<file path="config.mk">
export PLATFORM = sky130hd
export DESIGN_NAME = adau_spi_arbiter_flat
export DESIGN_NICKNAME = d
export VERILOG_FILES = /design/src/rtl/adau_spi_arbiter_if.sv /design/src/rtl/adau_spi_arbiter.sv /design/src/flat_wrapper.sv
export SDC_FILE = /design/constraint.sdc
export NUM_CORES = 1
export LEC_CHECK = 0
export ABC_AREA = 1
export CORE_MARGIN = 2
export CORE_UTILIZATION = 40
export DETAILED_ROUTE_END_ITERATION = 8
export PLACE_DENSITY_LB_ADDON = 0.25
export SLEW_MARGIN = 20
export SYNTH_ARGS = -nofsm -noshare
export SYNTH_HDL_FRONTEND = slang
export SYNTH_SLANG_ARGS = --single-unit
</file>
<file path="constraint.sdc">
create_clock -name clk -period 3.1 [get_ports clk]
set_input_delay 0.465 -clock clk [delete_from_list [all_inputs] [get_ports clk]]
set_output_delay 0.465 -clock clk [all_outputs]
set_load 0.01 [all_outputs]
</file>
<file path="src/rtl/adau_spi_arbiter_if.sv">
// Request, SPI-master and status signals around the ADAU SPI command arbiter.
// The statistics signals exist only when ADAU_ARB_STATS_EN is defined.
interface adau_spi_arbiter_if #(
  parameter int CMD_W = 32
);
  logic [CMD_W-1:0] init_cmd;
  logic             init_valid;
  logic             init_ack;
  logic             init_done;
  logic [CMD_W-1:0] cpu_cmd;
  logic             cpu_valid;
  logic             cpu_ack;
  logic [CMD_W-1:0] spi_data;
  logic             spi_valid;
  logic             spi_ready;
  logic             busy;
  logic             owner_cpu;
  logic             timeout_err;
`ifdef ADAU_ARB_STATS_EN
  logic [15:0]      init_count;
  logic [15:0]      cpu_count;
  logic [15:0]      max_wait;

  modport slave (
    input  init_cmd, init_valid, init_done, cpu_cmd, cpu_valid, spi_ready,
    output init_ack, cpu_ack, spi_data, spi_valid, busy, owner_cpu, timeout_err,
    output init_count, cpu_count, max_wait
  );

  modport master (
    output init_cmd, init_valid, init_done, cpu_cmd, cpu_valid, spi_ready,
    input  init_ack, cpu_ack, spi_data, spi_valid, busy, owner_cpu, timeout_err,
    input  init_count, cpu_count, max_wait
  );
`else
  modport slave (
    input  init_cmd, init_valid, init_done, cpu_cmd, cpu_valid, spi_ready,
    output init_ack, cpu_ack, spi_data, spi_valid, busy, owner_cpu, timeout_err
  );

  modport master (
    output init_cmd, init_valid, init_done, cpu_cmd, cpu_valid, spi_ready,
    input  init_ack, cpu_ack, spi_data, spi_valid, busy, owner_cpu, timeout_err
  );
`endif
endinterface

</file>
<file path="src/rtl/adau_spi_arbiter.sv">
// Shares the ADAU SPI command master between the init sequencer and the CPU register.
// Define ADAU_ARB_STATS_EN to add per-port ack counters and the worst-case ISSUE wait.
module adau_spi_arbiter #(
  parameter int CMD_W       = 32,
  parameter int CPU_LOCKOUT = 1,
  parameter int TIMEOUT     = 1023
) (
  input logic               clk,
  input logic               resetn,
  adau_spi_arbiter_if.slave bus
);

  localparam int CW = (TIMEOUT > 0) ? $clog2(TIMEOUT + 1) : 1;
  localparam logic [CW:0] CNT_ONE = (CW + 1)'(1);
  localparam logic [CW:0] TMO_LIM = (CW + 1)'(TIMEOUT);

  typedef enum logic [1:0] {
    ST_IDLE    = 2'd0,
    ST_ISSUE   = 2'd1,
    ST_HOLDOFF = 2'd2
  } state_t;

  state_t           state_q, state_d;
  logic [CMD_W-1:0] data_q, data_d;
  logic             owner_q, owner_d;
  logic             last_cpu_q, last_cpu_d;
  logic             terr_q, terr_d;
  logic             iack_q, iack_d;
  logic             cack_q, cack_d;
  logic [CW-1:0]    cnt_q, cnt_d;

  logic [CW:0]      cnt_inc;
  logic             init_el;
  logic             cpu_el;
  logic             grant_cpu;
  logic             xfer;
  logic             tmo;

  always_comb begin
    init_el   = bus.init_valid;
    cpu_el    = bus.cpu_valid && ((CPU_LOCKOUT == 0) || bus.init_done);
    // On a tie the port that did not complete the previous transfer wins.
    grant_cpu = cpu_el && (!init_el || !last_cpu_q);
    cnt_inc   = {1'b0, cnt_q} + CNT_ONE;
    xfer      = (state_q == ST_ISSUE) && bus.spi_ready;
    tmo       = (state_q == ST_ISSUE) && !bus.spi_ready && (TIMEOUT > 0) && (cnt_inc >= TMO_LIM);
  end

  always_comb begin
    state_d    = state_q;
    data_d     = data_q;
    owner_d    = owner_q;
    last_cpu_d = last_cpu_q;
    terr_d     = terr_q;
    iack_d     = 1'b0;
    cack_d     = 1'b0;
    cnt_d      = cnt_q;
    case (state_q)
      ST_IDLE: begin
        if (init_el || cpu_el) begin
          data_d  = grant_cpu ? bus.cpu_cmd : bus.init_cmd;
          owner_d = grant_cpu;
          cnt_d   = '0;
          state_d = ST_ISSUE;
        end
      end
      ST_ISSUE: begin
        if (xfer) begin
          iack_d     = !owner_q;
          cack_d     = owner_q;
          last_cpu_d = owner_q;
          state_d    = ST_HOLDOFF;
        end else if (tmo) begin
          // Abandoned command: requester keeps valid and is re-arbitrated later.
          terr_d  = 1'b1;
          state_d = ST_HOLDOFF;
        end else begin
          cnt_d = (cnt_q == '1) ? cnt_q : cnt_inc[CW-1:0];
        end
      end
      ST_HOLDOFF: state_d = ST_IDLE;
      default:    state_d = ST_IDLE;
    endcase
  end

  always_ff @(posedge clk or negedge resetn) begin
    if (!resetn) begin
      state_q    <= ST_IDLE;
      data_q     <= '0;
      owner_q    <= 1'b0;
      last_cpu_q <= 1'b1;
      terr_q     <= 1'b0;
      iack_q     <= 1'b0;
      cack_q     <= 1'b0;
      cnt_q      <= '0;
    end else begin
      state_q    <= state_d;
      data_q     <= data_d;
      owner_q    <= owner_d;
      last_cpu_q <= last_cpu_d;
      terr_q     <= terr_d;
      iack_q     <= iack_d;
      cack_q     <= cack_d;
      cnt_q      <= cnt_d;
    end
  end

  assign bus.spi_data    = data_q;
  assign bus.spi_valid   = (state_q == ST_ISSUE);
  assign bus.busy        = (state_q != ST_IDLE);
  assign bus.owner_cpu   = owner_q;
  assign bus.timeout_err = terr_q;
  assign bus.init_ack    = iack_q;
  assign bus.cpu_ack     = cack_q;

`ifdef ADAU_ARB_STATS_EN
  logic [15:0] icnt_q;
  logic [15:0] ccnt_q;
  logic [15:0] maxw_q;
  logic [31:0] wait32;
  logic [15:0] wait16;

  // Cycles spent in ISSUE including the transfer cycle itself.
  assign wait32 = 32'(cnt_inc);
  assign wait16 = (wait32 > 32'h0000_FFFF) ? 16'hFFFF : wait32[15:0];

  always_ff @(posedge clk or negedge resetn) begin
    if (!resetn) begin
      icnt_q <= '0;
      ccnt_q <= '0;
      maxw_q <= '0;
    end else if (xfer) begin
      if (owner_q) ccnt_q <= ccnt_q + 16'd1;
      else         icnt_q <= icnt_q + 16'd1;
      if (wait16 > maxw_q) maxw_q <= wait16;
    end
  end

  assign bus.init_count = icnt_q;
  assign bus.cpu_count  = ccnt_q;
  assign bus.max_wait   = maxw_q;
`endif

endmodule

</file>
<file path="src/flat_wrapper.sv">
// flat-port wrapper written by rule: the top's interface ports become plain ports
module adau_spi_arbiter_flat 
#(
  parameter int CMD_W       = 32,
  parameter int CPU_LOCKOUT = 1,
  parameter int TIMEOUT     = 1023
)
  (clk, resetn, bus_init_cmd, bus_init_valid, bus_init_done, bus_cpu_cmd, bus_cpu_valid, bus_spi_ready, bus_init_ack, bus_cpu_ack, bus_spi_data, bus_spi_valid, bus_busy, bus_owner_cpu, bus_timeout_err);
  adau_spi_arbiter_if #(.CMD_W(CMD_W)) bus_i ();
  input logic clk;
  input logic resetn;
  input wire logic [$bits(bus_i.init_cmd)-1:0] bus_init_cmd;
  input wire logic [$bits(bus_i.init_valid)-1:0] bus_init_valid;
  input wire logic [$bits(bus_i.init_done)-1:0] bus_init_done;
  input wire logic [$bits(bus_i.cpu_cmd)-1:0] bus_cpu_cmd;
  input wire logic [$bits(bus_i.cpu_valid)-1:0] bus_cpu_valid;
  input wire logic [$bits(bus_i.spi_ready)-1:0] bus_spi_ready;
  output wire logic [$bits(bus_i.init_ack)-1:0] bus_init_ack;
  output wire logic [$bits(bus_i.cpu_ack)-1:0] bus_cpu_ack;
  output wire logic [$bits(bus_i.spi_data)-1:0] bus_spi_data;
  output wire logic [$bits(bus_i.spi_valid)-1:0] bus_spi_valid;
  output wire logic [$bits(bus_i.busy)-1:0] bus_busy;
  output wire logic [$bits(bus_i.owner_cpu)-1:0] bus_owner_cpu;
  output wire logic [$bits(bus_i.timeout_err)-1:0] bus_timeout_err;
  assign bus_i.init_cmd = bus_init_cmd;
  assign bus_i.init_valid = bus_init_valid;
  assign bus_i.init_done = bus_init_done;
  assign bus_i.cpu_cmd = bus_cpu_cmd;
  assign bus_i.cpu_valid = bus_cpu_valid;
  assign bus_i.spi_ready = bus_spi_ready;
  assign bus_init_ack = bus_i.init_ack;
  assign bus_cpu_ack = bus_i.cpu_ack;
  assign bus_spi_data = bus_i.spi_data;
  assign bus_spi_valid = bus_i.spi_valid;
  assign bus_busy = bus_i.busy;
  assign bus_owner_cpu = bus_i.owner_cpu;
  assign bus_timeout_err = bus_i.timeout_err;
  adau_spi_arbiter #(.CMD_W(CMD_W), .CPU_LOCKOUT(CPU_LOCKOUT), .TIMEOUT(TIMEOUT)) u_core (.clk(clk), .resetn(resetn), .bus(bus_i));
endmodule
</file>
; Word-level counts from Yosys, hierarchy flattened
; Index checks and enable logic that the tools add are counted.
; W data, S select, Z words.
[op_classes]
n_reduce_logical = 19
n_mux = 14
order_cmp = 1
eq_ne = 7
addsub = 1
bitwise = 1
[ops]
columns = operator, count
row1 = $mux W10, 4
row2 = $mux W32, 1
row3 = $pmux W10 S2, 1
row4 = $add A10 B1 Y11 const B, 1
row5 = $ge A11 B10 Y1 const B, 1
row6 = $eq A10 B10 Y1 const B, 1
row7 = $mux W2, 3
row8 = $ne A2 B2 Y1 const B, 3
row9 = $reduce_and A2 Y1, 3
row10 = $logic_and A1 B1 Y1, 5
row11 = $reduce_and A5 Y1, 1
row12 = $logic_not A1 Y1, 4
row13 = $mux W1, 4
row14 = $pmux W2 S2, 1
row15 = $reduce_bool A2 Y1, 2
row16 = $ne A3 B1 Y1 const B, 1
row17 = $reduce_and A3 Y1, 1
row18 = $eq A2 B1 Y1 const B, 1
row19 = $logic_not A2 Y1, 1
row20 = $logic_or A1 B1 Y1, 2
row21 = $ne A2 B1 Y1 const B, 1
row22 = $not A1 Y1, 1
[word_totals]
inputBits = 70
output_inout_bits = 38
wordCells = 51
reg_bits = 49

; Depth between registers and ports, before layout
; Gate-level depths: netlist of the first run.
[depth]
word_depth = 6
ltp_mapped = 14
mapped_depth_nobuf = 13

; Least setup slack after synthesis of the first run
; OpenSTA, ideal clock, no wires.
[synth_timing]
path_type = reg-to-reg
startpoint = register u_core.cnt_q[0]
endpoint = register u_core.cnt_q[5]
period_less_slack_ps = 1715
path_slack_ps = 1385
path_buffers = 1
t_arrival_ps = 1598
setup_time_ps = 117
stages_incl_launch_ff = 14
required_time_ps = 2983
cell_sequence = dfrtp_1 -> ha_1 -> nand2_2 -> nor2_4 -> nand3b_1 -> nand2_1 -> nand2_1 -> nor2_2 -> nand3_2 -> nand3_2 -> nand2_2 -> buf_6 -> nand2_1 -> nand2_1
[synth_via]
elab_chain_cells = 5
elab_cells_between_ends = 11
cone_classes = 1 x add/sub / 1 x order compare / 3 x eq/ne / 4 x mux / 2 x reduce/logical
[synth_rtl]
columns = element, line_no
row1 = from (decl), adau_spi_arbiter.sv:30  ; logic [CW-1:0] cnt_q, cnt_d;
row2 = from (signal assigned), adau_spi_arbiter.sv:104  ; cnt_q <= cnt_d;
row3 = $add A10 B1 Y11, adau_spi_arbiter.sv:44  ; cnt_inc = {1'b0, cnt_q} + CNT_ONE;
row4 = $ge A11 B10 Y1 / $mux W10 (equally long branches), "adau_spi_arbiter.sv:46, adau_spi_arbiter.sv:78"
row5 = $logic_and A1 B1 Y1 / $mux W10 (equally long branches), "adau_spi_arbiter.sv:46, adau_spi_arbiter.sv:73"
row6 = $ne A2 B2 Y1 (no line) / $mux W10 (equally long branches), n/a
row7 = $reduce_and A5 Y1 (no line) / $pmux W10 S2 (equally long branches), n/a
; Several ways; a longest one is shown, not always the timed one. The select of a mux whose other input is x is not followed.
; A chain may end at the register's enable or synchronous reset.

; Worst setup path in the final report of the first run
[layout_timing]
startpoint = register u_core.cnt_q[0]
endpoint = register u_core.cnt_q[3]
; The elaborated chain is that of the path after synthesis.

==> impl_metrics.env, run 1 <==
export IMPL_status="finished clean"
export IMPL_crit_type="flop to flop"
export IMPL_ys_seq_area_frac=0.5054
export IMPL_setup_tns_ps=0
export IMPL_yosys_top_cells_area="dfrtp_1 (49%), a21oi_1 (14%), nand2_1 (13%)"
export IMPL_worstPathRequired_ps=3290
export IMPL_die_w_um=81.92
export IMPL_grt_pass1_wl_um=10270
export IMPL_antenna_found_initial=0
export IMPL_viasPerCell=4.958
export IMPL_post_cts_repair_setup_buffers=0
export IMPL_peakVddDrop_mv=0.4834
export IMPL_path_clk_slew_ps=90
export IMPL_cts_htree_levels=2
export IMPL_worst_slack_ps=974.5
export IMPL_post_cts_resized=0
export IMPL_insertion_delay_ps=300
export IMPL_dp_slack_ps=955.8
export IMPL_synthAdderAreaFrac=0.01030
export IMPL_muxShareOfSynthArea=0
export IMPL_syn2layout_area_growth_pct=51.78
export IMPL_ys_ff_latch=49
export IMPL_synth_most_common_cell="nand2_1"
export IMPL_grt_pass1_vias=2340
export IMPL_io_buffers=107
export IMPL_arrival_ps=2320
export IMPL_synthSimpleGateAreaFrac=0.2669
export IMPL_nNetsFinal=491
export IMPL_gp_congestion=0.8573
export IMPL_synth_top_cell_area_share=0.4946
export IMPL_coreArea_mm2=0.005886
export IMPL_syn_area_per_cell_um2=7.661
export IMPL_period_share=0.6856
export IMPL_cts_root_buffer="clkbuf_8"
export IMPL_timing_fmax_mhz=470.5
export IMPL_drc_errors=0
export IMPL_layout_min_cycle_time_ps=2125
export IMPL_relSlewSlack=0.5915
export IMPL_cts_max_path_buffers=2
export IMPL_synth_compound_area_share=0.1515
export IMPL_dr_pass1_iters=4
export IMPL_fp_row_count=28
export IMPL_start_util=0.4126
export IMPL_cts_hold_buf=0
export IMPL_worst_slew_pin_slew_ps=612.8
export IMPL_critPathLaunchType="flop"
export IMPL_critPathMaxFanout=11
export IMPL_hold_viol=0
export IMPL_synth_nets=389
export IMPL_die_h_um=81.92
export IMPL_total_power_mw=2.834
export IMPL_leakage_nw=1.580
export IMPL_drtIter0Drc=122
export IMPL_drv_slew=0
export IMPL_synth_edf_count=0
export IMPL_maxCapViolations=0
export IMPL_num_vias=2454
export IMPL_synth_xor_area_frac=0.007213
export IMPL_synth_main_ff_cell="dfrtp_1"
export IMPL_die_area_mm2=0.006711
export IMPL_cts_buffers=5
export IMPL_synth_common_cells="nand2_1 (84), a21oi_1 (67), nor2_1 (50)"
export IMPL_grt_ovfl_total=0
export IMPL_dpl_hpwl_um=4713
export IMPL_synth_top_family_by_area="simple AND/OR/NAND/NOR gates"
export IMPL_antenna_left=0
export IMPL_yosys_area_top_type="dfrtp_1"
export IMPL_grt_total_usage=0.1984
export IMPL_setup_violations=0
export IMPL_syn_area_mm2=0.002429
export IMPL_hold_path_class="primary input to async pin"
export IMPL_rsz0062_at_grt="no"
export IMPL_whs_ps=173.5
export IMPL_ys_types=22
export IMPL_async_flop_share=1.000
export IMPL_drive_gt1_frac=0.05476
export IMPL_ys_warn_count=0
export IMPL_worstSetupEndpointType="flop"
export IMPL_clock_skew_ps=9.780
export IMPL_wl_per_cell_um=13.27
export IMPL_grt_max_degree=50
export IMPL_cts_tree="done"
export IMPL_powerDensity_mw_per_mm2=768.9
export IMPL_io_pins=108
export IMPL_antenna_cells=0
export IMPL_cts_sinks=49
export IMPL_syn_inst=317
export IMPL_drt_total_wl_um=6568
-- worst paths after layout --
check	startpoint	endpoint	slack, ps	depth (start not counted)
worst max register to register	u_core.cnt_q[0]	u_core.cnt_q[3]	970	12
min in group clk	u_core.bus.timeout_err	u_core.bus.timeout_err	470	2
worst min-delay path	resetn	u_core.bus.owner_cpu	170	1
max in group asynchronous	resetn	u_core.cnt_q[6]	2510	1
worst min register to register	u_core.bus.timeout_err	u_core.bus.timeout_err	470	2
worst max-delay path	u_core.cnt_q[0]	u_core.cnt_q[3]	970	12
-- power breakdown --
| group | switching [mW] | leakage [nW] | internal, mW |
|---|---|---|---|
| Clock | 0.208 | 0.0585 | 0.263 |
| Sequential | 0.147 | 0.578 | 0.888 |
| Combinational | 0.660 | 0.943 | 0.668 |
| Total | 1.02 | 1.58 | 1.82 |
-- per-layer routing --
metal | global-route usage | routed length, um | vias to the layer above
met1 | 0.2376 | 2753 | 1155
li1 | - | - | 1225
met3 | 0.04725 | 362 | 9
met2 | 0.3488 | 3345 | 65
met4 | 0.06500 | 107 | 0
met5 | 0 | 0 | -
-- state kept, by name (all words and copies together), names as in the netlist --
signal                  count
u_core.last_cpu_q           1
u_core.bus.init_ack         1
u_core.bus.timeout_err      1
u_core.bus.owner_cpu        1
u_core.cnt_q               10
u_core.state_q              2
u_core.bus.spi_data        32
u_core.bus.cpu_ack          1
-- per-stage QoR --
stage / utilization / instance area, um2 / std cells
global route: 0.6263 / 3686 / 495
CTS: 0.6259 / 3684 / 495
floorplan: - / 2429 / 317
detailed placement: 0.6061 / 3567 / 487
finish: 0.6263 / 3686 / 495
global placement: 0.6061 / 3567 / 487
-- worst max-delay path, stage by stage, from the launching register on --
cell and delay (ps):
dfrtp_1 480, ha_1 260, nand2_2 90, nor2_4 160
nand3b_1 120, nand2_1 80, nand2_1 50, nor2_2 90
nand3_2 80, nand3_2 200, nand2_2 210, nand2_1 130
nand2_1 50
-- placed cells by master, fill, tap and decap left out, types with 4 or more instances in the layout --
cell	netlist	routed
clkdlybuf4s50_1	0	106
buf_4	1	4
dfrtp_1	48	48
inv_1	19	19
nand2_1	84	84
nor2_1	50	50
a21oi_1	67	67
clkbuf_8	0	6
nand3_1	13	13
-- final cells by class --
type | count | area, um2
clock buffer | 7 | 86.33
clock inverter | 1 | 30.03
fill | 539 | 2200
inverter | 19 | 71.32
multi-input combinational | 233 | 1066
sequential | 49 | 1227
tap | 75 | 93.84
timing repair buffer | 111 | 1111
-- cell families after synthesis --
| group | after synthesis |
|---|---|
| compound gates | 72 |
| xor+xnor | 2 |
| fa+ha+maj | 2 |
| buf+inv | 35 |
| flops | 49 |
| simple gates | 157 |
Note: power is estimated with default switching activity, not from simulation.
==> inputs of run 2 (changes only) <==
clock period = 2 ns   (was 3.1 ns; I/O delays follow)
==> impl_metrics.env, run 2 (synthesized netlist as in run 1, its figures left out) <==
export IMPL_status="finished clean"
export IMPL_grt_ovfl_total=0
export IMPL_drtIter0Drc=126
export IMPL_io_pins=108
export IMPL_rsz0062_at_grt="no"
export IMPL_total_power_mw=4.469
export IMPL_cts_tree="done"
export IMPL_cts_max_path_buffers=2
export IMPL_peakVddDrop_mv=0.8135
export IMPL_start_util=0.4126
export IMPL_final_cell_mix="clkdlybuf4s50_1 (106), nand2_1 (84), a21oi_1 (67)"
export IMPL_die_h_um=81.92
export IMPL_cts_htree_levels=2
export IMPL_hold_path_class="flop to flop"
export IMPL_dpl_cell_area_mm2=0.003625
export IMPL_drv_slew=0
export IMPL_share_comb_of_total_power=0.477
export IMPL_p_clk_frac=0.163
export IMPL_p_sw_mw=1.586
export IMPL_intPower_mw=2.883
export IMPL_met3_length_um=278
export IMPL_post_route_util=0.6399
export IMPL_worstPathRequired_ps=2230
export IMPL_hp_start="u_core.bus.timeout_err"
export IMPL_largest_reg_flops=32
export IMPL_path_clk_slew_ps=90
export IMPL_grt_total_usage=0.2055
export IMPL_num_vias=2478
export IMPL_antenna_left=0
export IMPL_fp_row_count=28
export IMPL_worst_slack_ps=162.8
export IMPL_setup_violations=0
export IMPL_nNetsFinal=498
export IMPL_cts_root_buffer="clkbuf_8"
export IMPL_grt_pass1_wl_um=10730
export IMPL_timing_fmax_mhz=544.3
export IMPL_wl_per_cell_um=13.33
export IMPL_critPathLaunchType="flop"
export IMPL_worst_slew_pin_slew_ps=326.3
export IMPL_layout_commonest_cell="clkdlybuf4s50_1"
export IMPL_setup_tns_ps=0
export IMPL_viasPerCell=4.936
export IMPL_dr_pass1_iters=4
export IMPL_coreArea_mm2=0.005886
export IMPL_r2r_slack_ps=160
export IMPL_grt_pass1_vias=2439
export IMPL_antenna_found_initial=0
export IMPL_post_cts_repair_setup_buffers=0
export IMPL_hold_viol=0
export IMPL_r2r_worst_path_cells=12
export IMPL_highest_layer="met4"
export IMPL_antenna_cells=0
export IMPL_relSlewSlack=0.7822
export IMPL_layout_min_cycle_time_ps=1837
export IMPL_cts_sinks=49
export IMPL_die_w_um=81.92
export IMPL_leakage_nw=1.615
export IMPL_whs_ps=483.0
export IMPL_sw_frac_of_total=0.3548
export IMPL_seq_power_share=0.360
export IMPL_whs_path_depth=2
export IMPL_stdcell_count=502
export IMPL_io_buffers=107
export IMPL_met1_length_um=2860
export IMPL_maxCapViolations=0
export IMPL_dp_cells=493
export IMPL_powerDensity_mw_per_mm2=1187
export IMPL_grt_max_degree=50
export IMPL_syn2layout_area_growth_pct=55.07
export IMPL_die_area_mm2=0.006711
export IMPL_met2WireLength_um=3501
export IMPL_period_share=0.9186
export IMPL_insertion_delay_ps=290
export IMPL_dpl_hpwl_um=4900
export IMPL_critPathMaxFanout=7
export IMPL_gp_congestion=0.8404
export IMPL_worstSetupEndpointType="flop"
export IMPL_drt_total_wl_um=6694
export IMPL_cts_buffers=5
export IMPL_arrival_ps=2070
export IMPL_r2r_end="u_core.cnt_q[1]"
export IMPL_drc_errors=0
export IMPL_crit_type="flop to flop"
export IMPL_clock_skew_ps=5.352
export IMPL_drive_gt1_frac=0.07260
export IMPL_r2r_start="u_core.cnt_q[0]"
export IMPL_min_to="u_core.bus.timeout_err"
export IMPL_final_area_mm2=0.003766
export IMPL_dp_slack_ps=68.12
## run 2: cell count changes in the layout (fill, tap and decap cells not counted), sizes merged
| cell | before | now |
|---|---|---|
| dlygate4sd3 | 0 | 1 |
| buf | 5 | 11 |
## run 2: worst max-delay path: stages, from the launching register on
cell and delay [ps]:
dfrtp_2 430, ha_1 230, nand2_2 90, nor2_4 160, nand3b_1 110, nand2_1 80, nand2_1 50, nor2_2 90
nand3_2 100, nand3_4 110, buf_4 160, nand3_1 80, nand2_1 80
## run 2: power by group through the flow
| stage | Clock, mW | Sequential [mW] | Combinational [mW] |
|---|---|---|---|
| detailed placement | 0 | 1.63 | 2.13 |
| CTS | 0.746 | 1.61 | 2.14 |
| finish | 0.727 | 1.61 | 2.13 |
| floorplan | 0 | 1.77 | 0.815 |
| global route | 0.783 | 1.66 | 2.36 |
| global placement | 0 | 1.60 | 2.10 |
## run 2: area by class of cell
cell class	count	area [um2]
Multi-Input combinational cell	233	1079
Fill cell	534	2120
Inverter	19	71.32
Timing Repair Buffer	118	1176
Clock inverter	1	30.03
Sequential cell	49	1230
Tap cell	75	93.84
Clock buffer	7	86.33
## run 2: routing by layer
metal | vias to the layer above | track usage
li1 | 1231 | -
met1 | 1182 | 0.2519
met2 | 59 | 0.3667
met3 | 6 | 0.03626
met4 | 0 | 0.06167
met5 | - | 0
## run 2: how the worst max path moves through the flow
stage	from	end	slack, ps	cells after the start
floorplan	u_core.cnt_q[0]	u_core.cnt_q[5]	290	13
global placement	u_core.cnt_q[0]	u_core.cnt_q[0]	160	12
detailed placement	u_core.cnt_q[0]	u_core.cnt_q[9]	70	12
CTS	u_core.cnt_q[0]	u_core.cnt_q[1]	40	12
global route	u_core.cnt_q[0]	u_core.cnt_q[1]	8	13
finish	u_core.cnt_q[0]	u_core.cnt_q[1]	160	12
## run 2: repair_timing
| action | CTS | global route |
|---|---|---|
| endpoints found under the setup margin | 0 | 11 |
| gates resized for setup | 0 | 4 |
| hold endpoints to repair | 48 | 0 |
| hold buffers | 1 | 0 |
==> inputs of run 3 (changes only) <==
GPL_TIMING_DRIVEN = 1   (was not set)
RECOVER_POWER = 50   (was not set)
clock period = 1.9 ns   (was 2 ns; I/O delays follow)
==> impl_metrics.env, run 3 (synthesized netlist as in run 1, its figures left out) <==
export IMPL_status="finished clean"
export IMPL_grt_pass1_wl_um=10120
export IMPL_worst_slack_ps=105.7
export IMPL_cts_sinks=49
export IMPL_gp_congestion=0.8913
export IMPL_r2r_worst_path_cells=12
export IMPL_relSlewSlack=0.5691
export IMPL_drc_errors=0
export IMPL_path_clk_slew_ps=90
export IMPL_r2r_slack_ps=110
export IMPL_drt_total_wl_um=6677
export IMPL_cts_max_path_buffers=2
export IMPL_total_power_mw=4.806
export IMPL_fp_row_count=28
export IMPL_drv_slew=0
export IMPL_maxCapViolations=0
export IMPL_die_area_mm2=0.006711
export IMPL_grt_pass1_vias=2285
export IMPL_syn2layout_area_growth_pct=57.81
export IMPL_die_h_um=81.92
export IMPL_endpoint="u_core.cnt_q[6]"
export IMPL_antenna_found_initial=0
export IMPL_worstPathRequired_ps=2130
export IMPL_final_cell_mix="clkdlybuf4s50_1 (106), nand2_1 (84), a21oi_1 (67)"
export IMPL_peakVddDrop_mv=0.8333
export IMPL_insertion_delay_ps=300
export IMPL_num_vias=2473
export IMPL_worstSetupEndpointType="flop"
export IMPL_final_area_mm2=0.003832
export IMPL_drive_gt1_frac=0.09469
export IMPL_wl_per_cell_um=13.14
export IMPL_clock_skew_ps=11.98
export IMPL_timing_fmax_mhz=557.3
export IMPL_period_share=0.9444
export IMPL_dpl_cell_area_mm2=0.003655
export IMPL_arrival_ps=2020
export IMPL_coreArea_mm2=0.005886
export IMPL_setup_tns_ps=0
export IMPL_seq_area_mm2=0.001231
export IMPL_dr_pass1_iters=4
export IMPL_antenna_cells=0
export IMPL_multiInputGateArea_mm2=0.001115
export IMPL_critPathLaunchType="flop"
export IMPL_rsz0062_at_grt="no"
export IMPL_dpl_hpwl_um=5025
export IMPL_grt_total_usage=0.1943
export IMPL_grt_ovfl_total=0
export IMPL_worst_slew_pin_slew_ps=646.3
export IMPL_dp_slack_ps=51.49
export IMPL_p_sw_mw=1.720
export IMPL_sw_frac_of_total=0.3578
export IMPL_p_clk_frac=0.160
export IMPL_die_w_um=81.92
export IMPL_r2r_end="u_core.cnt_q[6]"
export IMPL_worstSetupStartpoint="u_core.cnt_q[1]"
export IMPL_r2r_start="u_core.cnt_q[1]"
export IMPL_intPower_mw=3.087
export IMPL_layout_commonest_cell="clkdlybuf4s50_1"
export IMPL_cts_htree_levels=2
export IMPL_drtIter0Drc=126
export IMPL_critPathMaxFanout=4
export IMPL_io_buffers=107
export IMPL_layout_min_cycle_time_ps=1794
export IMPL_leakage_nw=1.636
export IMPL_cts_buffers=5
export IMPL_viasPerCell=4.868
export IMPL_hold_viol=0
export IMPL_grt_max_degree=33
export IMPL_hold_path_class="flop to flop"
export IMPL_antenna_left=0
export IMPL_powerDensity_mw_per_mm2=1254
export IMPL_start_util=0.4126
export IMPL_nNetsFinal=504
export IMPL_n_fill_cell=510
export IMPL_setup_violations=0
export IMPL_largest_reg_flops=32
export IMPL_share_comb_of_total_power=0.487
export IMPL_cts_tree="done"
export IMPL_io_pins=108
export IMPL_cts_root_buffer="clkbuf_8"
export IMPL_seq_power_share=0.353
export IMPL_crit_type="flop to flop"
[run 3: through the flow]
step                utilization  hold slack (ps)  cells
floorplan                     -           -10.59    317
global route             0.6511            488.6    508
global placement         0.6210            300.0    497
CTS                      0.6431            470.6    506
detailed placement       0.6210            295.2    497
finish                   0.6511            463.5    508
[run 3: cell type report]
type	instances	share of cell area
inverter	19	0.01861
clock buffer	6	0.02155
clock inverter	2	0.009794
multi-input combinational	233	0.2909
sequential	49	0.3213
tap	75	0.02449
timing repair buffer	124	0.3134
[run 3: critical path, stage by stage, from the launching register on]
cell and delay (ps):
dfrtp_2 450, buf_4 160, ha_4 210, nor2_1 90, nor2_1 60, nor2_1 100, nand2_1 70, nor2_2 90
nand3_2 100, nand3_4 120, buf_4 150, nand3_1 70, nand2_1 70
[run 3: how the worst min path moves through the flow]
stage / from / end / cells after the start
finish: u_core.bus.timeout_err / u_core.bus.timeout_err / 2
global route: u_core.bus.timeout_err / u_core.bus.timeout_err / 2
CTS: u_core.bus.timeout_err / u_core.bus.timeout_err / 2
detailed placement: resetn / u_core.cnt_q[8] / 1
global placement: resetn / u_core.cnt_q[8] / 1
floorplan: resetn / u_core.bus.cpu_ack / 0
[run 3: what timing repair did]
action,CTS,global route
resized for setup,0,11
hold buffers,1,0
buffers inserted,0,2
endpoints found under the hold margin,21,0
setup endpoints to repair,0,11
[run 3: power by group through the flow]
| stage | Sequential (mW) | Clock [mW] | Combinational [mW] |
|---|---|---|---|
| finish | 1.70 | 0.770 | 2.34 |
| global route | 1.74 | 0.832 | 2.56 |
| CTS | 1.69 | 0.788 | 2.29 |
| detailed placement | 1.71 | 0 | 2.28 |
| global placement | 1.68 | 0 | 2.24 |
| floorplan | 1.86 | 0 | 0.858 |
[run 3: layer usage]
layer  global-route usage  routed length (um)  vias up
li1                     -                   -     1245
met1               0.2421                2798     1151
met2               0.3407                3473       73
met3              0.04396                 351        4
met4              0.04667                  53        0
met5                    0                   0        -
